### src/rtl/lcd_fb_writer.sv
// PPU display sink: packs 2-bit pixels four per byte and writes whole frames into
// the back bank of a double-buffered framebuffer, flagging malformed lines and frames.
module lcd_fb_writer #(
   parameter int WIDTH  = 160,
   parameter int HEIGHT = 144
) (
   input  logic        clk,
   input  logic        rst,
   input  logic        lcd_pixel,
   input  logic [1:0]  lcd_color,
   input  logic        lcd_hsync,
   input  logic        lcd_vsync,
   input  logic        err_clear,
   output logic [13:0] fb_addr,
   output logic [7:0]  fb_data,
   output logic        fb_we,
   output logic        frame_sel,
   output logic        frame_ready,
   output logic        line_err,
   output logic        frame_err
);
   localparam int XW = $clog2(WIDTH + 1);
   localparam int LW = $clog2(HEIGHT + 1);
   localparam logic [XW-1:0] X_LAST     = XW'(WIDTH - 1);
   localparam logic [LW-1:0] LINES_MAX  = LW'(HEIGHT);
   localparam logic [14:0]   LINE_BYTES = 15'(WIDTH / 4);
   localparam logic [14:0]   BANK_BYTES = 15'(WIDTH * HEIGHT / 4);

   typedef enum logic [1:0] {S_SYNC, S_LINE, S_HBLANK, S_VBLANK} state_t;

   state_t        state, state_n;
   logic          hs_q, vs_q;
   logic [XW-1:0] x, x_n;
   logic [13:0]   line_base, line_base_n;
   logic [LW-1:0] lines_done, lines_done_n;
   logic [5:0]    shift, shift_n;
   logic          advanced, advanced_n;
   logic          bank_full, bank_full_n;
   logic [13:0]   fb_addr_n;
   logic [7:0]    fb_data_n;
   logic          fb_we_n, frame_sel_n, frame_ready_n;
   logic          line_evt, frame_evt;
   logic          vs_rise, vs_fall, hs_rise, hs_fall;
   logic [14:0]   back_base, bank_end, next_base;
   logic          can_advance;

   assign vs_rise = lcd_vsync & ~vs_q;
   assign vs_fall = ~lcd_vsync & vs_q;
   assign hs_rise = lcd_hsync & ~hs_q;
   assign hs_fall = ~lcd_hsync & hs_q;

   // A line_base step is only taken if the next line still fits inside the back bank
   assign back_base   = frame_sel ? 15'd0 : BANK_BYTES;
   assign bank_end    = back_base + BANK_BYTES;
   assign next_base   = {1'b0, line_base} + LINE_BYTES;
   assign can_advance = next_base < bank_end;

   always_comb begin
      state_n       = state;
      x_n           = x;
      line_base_n   = line_base;
      lines_done_n  = lines_done;
      shift_n       = shift;
      advanced_n    = advanced;
      bank_full_n   = bank_full;
      fb_we_n       = 1'b0;
      fb_addr_n     = fb_addr;
      fb_data_n     = fb_data;
      frame_sel_n   = frame_sel;
      frame_ready_n = 1'b0;
      line_evt      = 1'b0;
      frame_evt     = 1'b0;

      if (vs_rise && state != S_SYNC) begin
         state_n = S_VBLANK;
         if (state == S_LINE && x != '0) line_evt = 1'b1;
         if (lines_done == LINES_MAX) begin
            frame_sel_n   = ~frame_sel;
            frame_ready_n = 1'b1;
         end else begin
            frame_evt = 1'b1;
         end
      end else begin
         case (state)
            S_SYNC, S_VBLANK: begin
               if (vs_fall) begin
                  state_n      = S_LINE;
                  x_n          = '0;
                  lines_done_n = '0;
                  line_base_n  = back_base[13:0];
                  shift_n      = '0;
                  advanced_n   = 1'b0;
                  bank_full_n  = 1'b0;
               end
            end
            S_LINE: begin
               // A pixel that completes the line wins over a coincident hsync rise
               if (lcd_pixel && (x == X_LAST || !hs_rise)) begin
                  shift_n = {shift[3:0], lcd_color};
                  x_n     = x + XW'(1);
                  if (x[1:0] == 2'd3 && lines_done < LINES_MAX && !bank_full) begin
                     fb_we_n   = 1'b1;
                     fb_addr_n = line_base + 14'(x >> 2);
                     fb_data_n = {shift, lcd_color};
                  end
                  if (x == X_LAST) begin
                     state_n    = S_HBLANK;
                     advanced_n = 1'b0;
                     if (lines_done == LINES_MAX) frame_evt = 1'b1;
                     else lines_done_n = lines_done + LW'(1);
                  end
               end else if (hs_rise) begin
                  line_evt   = 1'b1;
                  x_n        = '0;
                  shift_n    = '0;
                  advanced_n = 1'b1;
                  state_n    = S_HBLANK;
                  if (can_advance) line_base_n = next_base[13:0];
                  else bank_full_n = 1'b1;
               end
            end
            S_HBLANK: begin
               if (lcd_pixel) line_evt = 1'b1;
               if (hs_fall && !lcd_vsync) begin
                  state_n = S_LINE;
                  x_n     = '0;
                  shift_n = '0;
                  if (!advanced) begin
                     if (can_advance) line_base_n = next_base[13:0];
                     else bank_full_n = 1'b1;
                  end
               end
            end
            default: ;
         endcase
      end
   end

   // Register all state and outputs; a fresh error event outranks err_clear
   always_ff @(posedge clk) begin
      if (!rst) begin
         state       <= S_SYNC;
         hs_q        <= 1'b0;
         vs_q        <= 1'b0;
         x           <= '0;
         line_base   <= '0;
         lines_done  <= '0;
         shift       <= '0;
         advanced    <= 1'b0;
         bank_full   <= 1'b0;
         fb_we       <= 1'b0;
         fb_addr     <= '0;
         fb_data     <= '0;
         frame_sel   <= 1'b0;
         frame_ready <= 1'b0;
         line_err    <= 1'b0;
         frame_err   <= 1'b0;
      end else begin
         state       <= state_n;
         hs_q        <= lcd_hsync;
         vs_q        <= lcd_vsync;
         x           <= x_n;
         line_base   <= line_base_n;
         lines_done  <= lines_done_n;
         shift       <= shift_n;
         advanced    <= advanced_n;
         bank_full   <= bank_full_n;
         fb_we       <= fb_we_n;
         fb_addr     <= fb_addr_n;
         fb_data     <= fb_data_n;
         frame_sel   <= frame_sel_n;
         frame_ready <= frame_ready_n;
         line_err    <= (line_err & ~err_clear) | line_evt;
         frame_err   <= (frame_err & ~err_clear) | frame_evt;
      end
   end
endmodule
### config.mk
export PLATFORM = sky130hd
export DESIGN_NAME = lcd_fb_writer
export DESIGN_NICKNAME = d
export VERILOG_FILES = /design/src/rtl/lcd_fb_writer.sv
export SDC_FILE = /design/constraint.sdc
export NUM_CORES = 1
export LEC_CHECK = 0
export ABC_AREA = 1
export CORE_ASPECT_RATIO = 1.2
export CORE_MARGIN = 8
export CORE_UTILIZATION = 43
export DETAILED_ROUTE_END_ITERATION = 7
export PLACE_DENSITY = 0.65
export SLEW_MARGIN = 10
export SYNTH_ARGS = -nofsm -noshare
export SYNTH_HDL_FRONTEND = slang
export SYNTH_SLANG_ARGS = --single-unit
export TNS_END_PERCENT = 50
### constraint.sdc
create_clock -name clk -period 5.6 [get_ports clk]
set_input_delay 1.68 -clock clk [delete_from_list [all_inputs] [get_ports clk]]
set_output_delay 1.68 -clock clk [all_outputs]
set_load 0.01 [all_outputs]
==> impl_metrics.toml, run 1 <==
[run_status]
status = "finished clean"

[cts]
cts_root_buffer = "clkbuf_8"
cts_resized = 0
h-tree-depth = 3
cts_tree = "done"
clk_pin_slew_ns = 0.07
worstSkewPairLatency_ns = 0.34
cts_sinks = 66
cts_made_buffers = 9
holdBufCountCts = 0
cts_setup_buffers = 0
cts_buffer_depth = 2

[placed_design]
portBuffers = 34
pre_cts_ws_ns = 1.42
hpwlAfterDp_um = 5800
gp_congestion = 0.878

[setup_path]
required_ns = 5.87
crit_fanout = 33
reg2reg_slack_ns = 2.57
worstReg2RegStart = "line_base[3]"
worstPathArrival_ns = 4.13
critPathKind = "input pin to flip-flop"
endpoint_kind = "flip-flop"
start_kind = "input pin"
r2r_end = "line_base[7]"
reg2reg_depth = 14

[timing]
finalCriticalPeriod_ns = 3.85
fin_ws_ns = 1.75
holdWs_ns = 0.447
drv_slew = 0
slew_headroom_pct = 46.4
fin_skew_ns = 0.00893
tns_ns = 0
rsz0062_at_grt = "false"
timing.fmax_mhz = 260
finalCritPeriodShare_pct = 68.8
hold_viol_final = 0
tightest_slew_ns = 0.804
finalSetupViolations = 0

[cells_and_area]
fillers = 768
nets = 531
layout-drive-gt1-share_pct = 7.06
areaGrowthSynthToFinish_pct = 17.6
final_core_util_pct = 52.1
diodes = 0

[grt]
overflow = 0
antenna_found_initial = 0
grt_max_degree = 34
grt_pass1_wl_um = 13700
grt.total_usage_pct = 14.7
grt_pass1_vias = 3067

[drt]
totalWireLength_um = 7860
detail-route-antenna-nets = 0
remaining_drc_errors = 0
drt_iter0_markers = 123
via_per_inst = 5.16
dr.pass1.iters = 5
wl_per_cell_um = 13.0
vias = 3106

[hold_path]
holdCritStartpoint = "advanced"
hp-class = "flip-flop to flip-flop"
hold_end = "advanced"
min_path_cells = 2

[die]
start_util_pct = 44.3
coreArea_sq_um = 7710
die_x_um = 97.3
row_count = 35
die_h_um = 114
ios = 35
die-area_sq_um = 11100

[logic_synthesis]
synth_cell_types = 42
ys_top_cells_by_area = "dfxtp_1 39%, nand2_1 10%, a21oi_1 7.8%, ha_1 6.2%, nor2_1 5.5%"
synthCells = 475
synth_top_family_by_area = "simple AND/OR/NAND/NOR gates"
synth_edf_count = 0
synthAdderAreaFrac_pct = 6.23
yosys.area.top_type_share_pct = 38.7
synth_ff_type = "dfxtp_1"
syn_avg_cell_area_sq_um = 7.19
synth-seq-area-share_pct = 38.7
synth.most_common_cell = "nand2_1"
synth-async-reset-ratio_pct = 0
synth_common_cells = "92 x nand2_1, 66 x dfxtp_1, 53 x a21oi_1"
syn_area_sq_um = 3410
synth_compound_area_share_pct = 16.6
synth_simple_gate_area_share_pct = 26.0
synth_top_area_cell = "dfxtp_1"
postSynthNetCount = 500
synthMuxAreaShare_pct = 0
synth-xor-area-share_pct = 4.36
synth_warnings = 0
synth_seq_cells = 66

[job]
max_cap_violations = 0

[power]
p_total_mw = 1.54
leakagePower_nw = 1.59
ir_worst_vdd_mv = 0.279
p_per_area_nw_per_um2 = 384
cell families (layout without fill, tap and decap cells):
kind of cell               count (synthesis)  in the layout
xor gates and xnor gates                  17             17
AOI/OAI and AO/OA                        105            105
DFF                                       66             66
buffers and inverters                     69            104
and+or+nand+nor                          201            201
adders and majority gates                 17             17
routing by layer:
layer / vias to the layer above / wire (um) / track usage, %
met3: 20 / 212 / 2.78
met5: - / 0 / 0
met4: 0 / 199 / 7.69
met1: 1416 / 3430 / 15.9
li1: 1625 / - / -
met2: 45 / 4010 / 26.6
sequential cells by signal, indices dropped and copies added, names as in the netlist, 2 cells and up:
register	count
fb_addr	14
x	8
lines_done	8
line_base	11
shift	6
fb_data	8
state	2
critical path, stage by stage:
cell	delay [ns]
clkdlybuf4s50_1	0.50
nand3b_1	0.25
nand2_1	0.11
nor4_1	0.24
nand2_1	0.31
inv_1	0.70
o21ai_0	0.16
a31oi_1	0.16
stage by stage:
step / cells / instance area, sq um
after global placement: 587 / 3810
after CTS: 602 / 4020
after global routing: 602 / 4020
after detailed placement: 587 / 3810
final: 602 / 4020
after floorplan: 475 / 3410
worst max path at each step:
stage | start | end | slack [ns]
5_1_grt | lcd_vsync | fb_addr[0] | 1.38
3_5_place_dp | lcd_vsync | fb_addr[1] | 1.42
4_1_cts | lcd_vsync | fb_addr[12] | 1.79
3_3_place_gp | lcd_vsync | fb_addr[12] | 1.49
6_report | lcd_vsync | fb_addr[12] | 1.75
2_1_floorplan | lcd_vsync | lines_done[1] | 2.76
layout make-up:
cell class	instances	area, sq um	share of cell area, %
inverters	53	199	4.95
clock inverters	6	82.6	2.06
well taps	92	115	2.87
multi-input cells	340	1820	45.3
flip-flops and latches	66	1320	32.9
repair buffers	36	355	8.85
clock buffers	9	124	3.09
placed cells by master, fill, tap and decap left out, drive strengths merged, types with 4 or more instances in the layout:
cell           synthesis  routed
clkbuf                 8       9
a21oi                 54      54
nand3                 30      30
nand2                 93      93
clkdlybuf4s50          0      34
ha                    17      17
dfxtp                 66      66
inv                   52      52
o21ai                 40      40
clkinv                 1       4
nor2                  53      53
nor3                   8       8
nand4                 10      10
xor2                  15      15
power breakdown:
group | total (mW) | internal (mW) | switching (mW)
clock network | 0.428 | 0.246 | 0.182
registers | 0.552 | 0.511 | 0.0412
logic | 0.562 | 0.167 | 0.396
total | 1.54 | 0.923 | 0.619
Power figures use the tool's default switching activity.
==> run 2: changes to the inputs <==
--- a/config.mk
+++ b/config.mk
@@ -10,7 +10,7 @@
 export CORE_MARGIN = 8
 export CORE_UTILIZATION = 43
 export DETAILED_ROUTE_END_ITERATION = 7
-export PLACE_DENSITY = 0.65
+export PLACE_DENSITY = 0.68
 export SLEW_MARGIN = 10
 export SYNTH_ARGS = -nofsm -noshare
 export SYNTH_HDL_FRONTEND = slang
==> constraint.sdc (replaced) <==
create_clock -name clk -period 3.5 [get_ports clk]
set_input_delay 1.05 -clock clk [delete_from_list [all_inputs] [get_ports clk]]
set_output_delay 1.05 -clock clk [all_outputs]
set_load 0.01 [all_outputs]
==> run 2 against run 1 <==
Effect of this change: routed wire length is 0.15% lower; clock skew is 0.0032 ns higher; via count is 2.1% higher; largest power group unchanged.
==> impl_metrics.toml, run 2 (synthesis results as in run 1) <==
[timing]
fin_skew_ns = 0.0121
finalCriticalPeriod_ns = 2.77
drv_slew = 0
finalSetupViolations = 0
tns_ns = 0
finalCritPeriodShare_pct = 79.1
rsz0062_at_grt = "false"
hold_viol_final = 0
tightest_slew_ns = 0.498
fin_ws_ns = 0.732
slew_headroom_pct = 66.8
timing.fmax_mhz = 361

[setup_path]
startpoint = "lcd_vsync"
critPathCapture = "line_base[12]"
worstReg2RegStart = "line_base[4]"
crit_fanout = 11
r2r_end = "line_base[12]"
cp_slowest_cell = "clkdlybuf4s50_1"
endpoint_kind = "flip-flop"
worstPathArrival_ns = 3.04
path_cells = "clkdlybuf4s50_1 > nand3b_1 > nand2_1 > inv_1 > nand3_1 > a21oi_2 > nand3_1 > nand2_1 > nand2_1 > a21oi_1"
reg2reg_slack_ns = 0.81
reg2reg_depth = 14
cp_common_cell = "nand2_1"
start_kind = "input pin"
slowest_delay_ns = 0.50
required_ns = 3.77
critPathKind = "input pin to flip-flop"

[power]
leakagePower_nw = 1.61
ir_worst_vdd_mv = 0.354
p_total_mw = 2.51
p_per_area_nw_per_um2 = 618

[cells_and_area]
nets = 535
diodes = 0
finalInstanceArea_sq_um = 4060
largest_register_ffs = 14
layout_common_cells = "92 x nand2_1, 66 x dfxtp_1, 53 x a21oi_1"
regMostFlops = "fb_addr"
areaGrowthSynthToFinish_pct = 18.8
layout_commonest_cell = "nand2_1"
fillers = 769
final_core_util_pct = 52.6
layout-drive-gt1-share_pct = 7.77
top_regs = "fb_addr (14), line_base (11)"

[cts]
h-tree-depth = 3
cts_tree = "done"
cts_setup_buffers = 0
holdBufCountCts = 0
cts_sinks = 66
cts_made_buffers = 9
worstSkewPairLatency_ns = 0.34
clk_pin_slew_ns = 0.08
cts_root_buffer = "clkbuf_8"
cts_resized = 0
cts_buffer_depth = 2

[die]
die-area_sq_um = 11100
row_count = 35
ios = 35
die_h_um = 114
die_x_um = 97.3
start_util_pct = 44.3
coreArea_sq_um = 7710

[grt]
grt_pass1_wl_um = 14100
grt.total_usage_pct = 15.0
grt_pass1_vias = 3163
overflow = 0
grt_max_degree = 34
antenna_found_initial = 0

[placed_design]
pre_cts_ws_ns = 0.424
placed_area_sq_um = 3840
hpwlAfterDp_um = 5830
gp_congestion = 0.831
portBuffers = 34

[run_status]
status = "finished clean"

[drt]
vias = 3171
drt_iter0_markers = 105
remaining_drc_errors = 0
detail-route-antenna-nets = 0
wl_per_cell_um = 12.9
dr.pass1.iters = 4
totalWireLength_um = 7840
via_per_inst = 5.22

[hold_path]
hp-class = "flip-flop to flip-flop"

[job]
max_cap_violations = 0
[run 2: cell types whose count changed in the layout (fill, tap and decap cells not counted)]
cell	previous run	this run
buf_4	2	6
clkinv_2	3	1
clkbuf_1	0	1
clkinv_4	0	1
inv_6	0	1
[run 2: power breakdown]
group / leakage, nW / switching (mW) / total (mW) / internal [mW]
clock: 0.107 / 0.296 / 0.700 / 0.404
sequential: 0.534 / 0.0676 / 0.884 / 0.817
combinational: 0.970 / 0.633 / 0.923 / 0.290
total: 1.61 / 0.997 / 2.51 / 1.51
[run 2: worst min path at each step]
stage / start / endpoint / slack (ns) / cells after the start
2_1_floorplan: advanced / advanced / 0.42 / 2
3_3_place_gp: advanced / advanced / 0.44 / 2
3_5_place_dp: advanced / advanced / 0.44 / 2
4_1_cts: advanced / advanced / 0.45 / 2
5_1_grt: advanced / advanced / 0.47 / 2
6_report: advanced / advanced / 0.45 / 2
[run 2: routing by layer]
metal | GRT usage (%) | vias up | wire (um)
li1 | - | 1642 | -
met1 | 15.4 | 1464 | 3210
met2 | 28.8 | 47 | 4180
met3 | 2.48 | 18 | 247
met4 | 7.49 | 0 | 213
met5 | 0 | - | 0
[run 2: layout make-up]
class | instances | area, sq um | area share (%)
Inverter | 53 | 199 | 4.90
Sequential cell | 66 | 1320 | 32.6
Timing Repair Buffer | 40 | 385 | 9.50
Multi-Input combinational cell | 340 | 1820 | 44.8
Tap cell | 92 | 115 | 2.84
Clock inverter | 6 | 90.1 | 2.22
Clock buffer | 10 | 128 | 3.15
[run 2: per-stage QoR]
step	instances	hold slack, ns
detailed placement	591	0.440
global placement	591	0.438
floorplan	475	0.424
finish	607	0.450
CTS	607	0.453
global route	607	0.471
[run 2: critical path, delay by kind of cell]
| family | cells | cell delay [ns] |
|---|---|---|
| AO/OA/AOI/OAI | 2 | 0.34 |
| buffers and inverters | 2 | 0.60 |
| AND/OR/NAND/NOR | 6 | 1.06 |
==> run 3: changes to the inputs <==
--- a/config.mk
+++ b/config.mk
@@ -10,7 +10,7 @@
 export CORE_MARGIN = 8
 export CORE_UTILIZATION = 43
 export DETAILED_ROUTE_END_ITERATION = 7
-export PLACE_DENSITY = 0.68
+export PLACE_DENSITY = 0.65
 export SLEW_MARGIN = 10
 export SYNTH_ARGS = -nofsm -noshare
 export SYNTH_HDL_FRONTEND = slang
==> constraint.sdc (replaced) <==
create_clock -name clk -period 2.66 [get_ports clk]
set_input_delay 0.798 -clock clk [delete_from_list [all_inputs] [get_ports clk]]
set_output_delay 0.798 -clock clk [all_outputs]
set_load 0.01 [all_outputs]
==> run 3 against run 2 <==
Effect of this change: worst setup slack worse by 0.55 ns; clock-buffer cell count is 1 lower; first-iteration DRC count is 91% higher; die area stayed put; clock power is 24% higher; via count is 2.4% higher; highest routed layer unchanged.
==> impl_metrics.toml, run 3 (synthesis results as in run 1) <==
[cts]
cts_buffer_depth = 2
clk_pin_slew_ns = 0.08
cts_tree = "done"
holdBufCountCts = 0
h-tree-depth = 3
cts_root_buffer = "clkbuf_8"
cts_made_buffers = 9
worstSkewPairLatency_ns = 0.35
cts_sinks = 66

[die]
start_util_pct = 44.3
die_h_um = 114
die-area_sq_um = 11100
die_x_um = 97.3
coreArea_sq_um = 7710
row_count = 35
ios = 35

[power]
switching_share_pct = 40.3
clockPowerShare_pct = 25.2
p_total_mw = 3.44
p_int_mw = 2.05
ir_worst_vdd_mv = 0.492
p_sw_mw = 1.39
p_per_area_nw_per_um2 = 824
leakagePower_nw = 1.68
seq_power_share_pct = 33.4
power_frac_comb_pct = 41.5

[cells_and_area]
largest_register_ffs = 14
layout-drive-gt1-share_pct = 11.5
finalInstanceArea_sq_um = 4180
final_core_util_pct = 54.2
fillers = 739
nets = 550
regMostFlops = "fb_addr"
areaGrowthSynthToFinish_pct = 22.3
layout_commonest_cell = "nand2_1"
diodes = 0
layout_common_cells = "92 x nand2_1, 65 x dfxtp_1, 53 x a21oi_1"
top_regs = "fb_addr (14), line_base (11)"
final_cells = 622

[setup_path]
worstReg2RegStart = "line_base[3]"
worstPathArrival_ns = 2.76
slowest_delay_ns = 0.36
reg2reg_depth = 15
crit_fanout = 7
critPathCapture = "line_base[7]"
path_depth = 15
startpoint = "line_base[3]"
cp_slowest_cell = "dfxtp_1"
required_ns = 2.94
cp_common_cell = "nand3_1"
path_buf_inv = 3
start_kind = "flip-flop"
reg2reg_slack_ns = 0.18
path_cells = "ha_2 > o21ai_1 > nor2_1 > nand3_1 > xor2_2 > inv_1 > ha_1 > a21oi_1 > nand3_1 > inv_1 > nand3_1 > nand2_1 > buf_4 > nand2_1 > a21oi_1"
cp_top_family = "simple AND/OR/NAND/NOR gates"
critPathKind = "flip-flop to flip-flop"
r2r_end = "line_base[7]"
endpoint_kind = "flip-flop"

[timing]
fin_ws_ns = 0.183
tightest_slew_ns = 0.486
timing.fmax_mhz = 404
hold_viol_final = 0
tns_ns = 0
finalCritPeriodShare_pct = 93.1
holdWs_ns = 0.451
finalCriticalPeriod_ns = 2.48
slew_headroom_pct = 67.6
drv_slew = 0
fin_skew_ns = 0.0117
finalSetupViolations = 0

[placed_design]
pre_cts_ws_ns = 0.0319
portBuffers = 34
dp.cells = 605
gp_congestion = 0.883
hpwlAfterDp_um = 5970
placed_area_sq_um = 3940

[job]
max_cap_violations = 0

[drt]
dr.pass1.iters = 5
vias = 3246
totalWireLength_um = 8130
via_per_inst = 5.22
wl_per_cell_um = 13.1
detail-route-antenna-nets = 0
remaining_drc_errors = 0
drt_iter0_markers = 201

[grt]
grtUsageMet1_pct = 15.0
grt.total_usage_pct = 15.0
met3_usage_pct = 3.20
grt_pass1_vias = 3199
top_usage_layer = "met2"
overflow = 0
use_met2_pct = 28.1
antenna_found_initial = 0
grt_pass1_wl_um = 14000
grt_max_degree = 33

[run_status]
status = "finished clean"

[hold_path]
hp-class = "flip-flop to flip-flop"
## run 3: metal layers
layer	wire [um]	vias to the layer above
li1	-	1661
met1	3340	1498
met2	4280	66
met3	245	21
met4	258	0
met5	0	-
## run 3: what timing repair did
action	in CTS	in global routing
endpoints found under the hold margin	0	0
resized for setup	0	6
endpoints found under the setup margin	0	11
setup buffers	0	1
## run 3: final cells by class
| type | instances | area (sq um) | share of cell area, % |
|---|---|---|---|
| multi-input combinational | 340 | 1840 | 44.0 |
| sequential | 66 | 1320 | 31.7 |
| timing repair buffer | 55 | 498 | 11.9 |
| inverter | 53 | 199 | 4.76 |
| clock buffer | 9 | 124 | 2.97 |
| tap | 92 | 115 | 2.76 |
| clock inverter | 7 | 78.8 | 1.89 |
## run 3: worst min-delay path by stage
stage / cells after the start / from / end
floorplan: 2 / advanced / advanced
global placement: 2 / advanced / advanced
detailed placement: 2 / advanced / advanced
CTS: 2 / advanced / advanced
global route: 2 / advanced / advanced
finish: 2 / advanced / advanced
## run 3: power groups by stage
stage               clock, mW  sequential, mW  combinational [mW]
CTS                     0.886            1.15                1.41
floorplan                   0            1.14               0.968
detailed placement          0            1.17                1.40
global placement            0            1.17                1.38
finish                  0.866            1.15                1.43
global route            0.930            1.16                1.61
## run 3: worst register-to-register path, delay by kind of cell, from the launching register on
family,cells,cell delay (ns)
AO/OA/AOI/OAI,3,0.35
XOR/XNOR,1,0.17
adder cells (fa/ha/maj),2,0.50
buffers and inverters,3,0.32
flip-flops,1,0.36
AND/OR/NAND/NOR,6,0.70
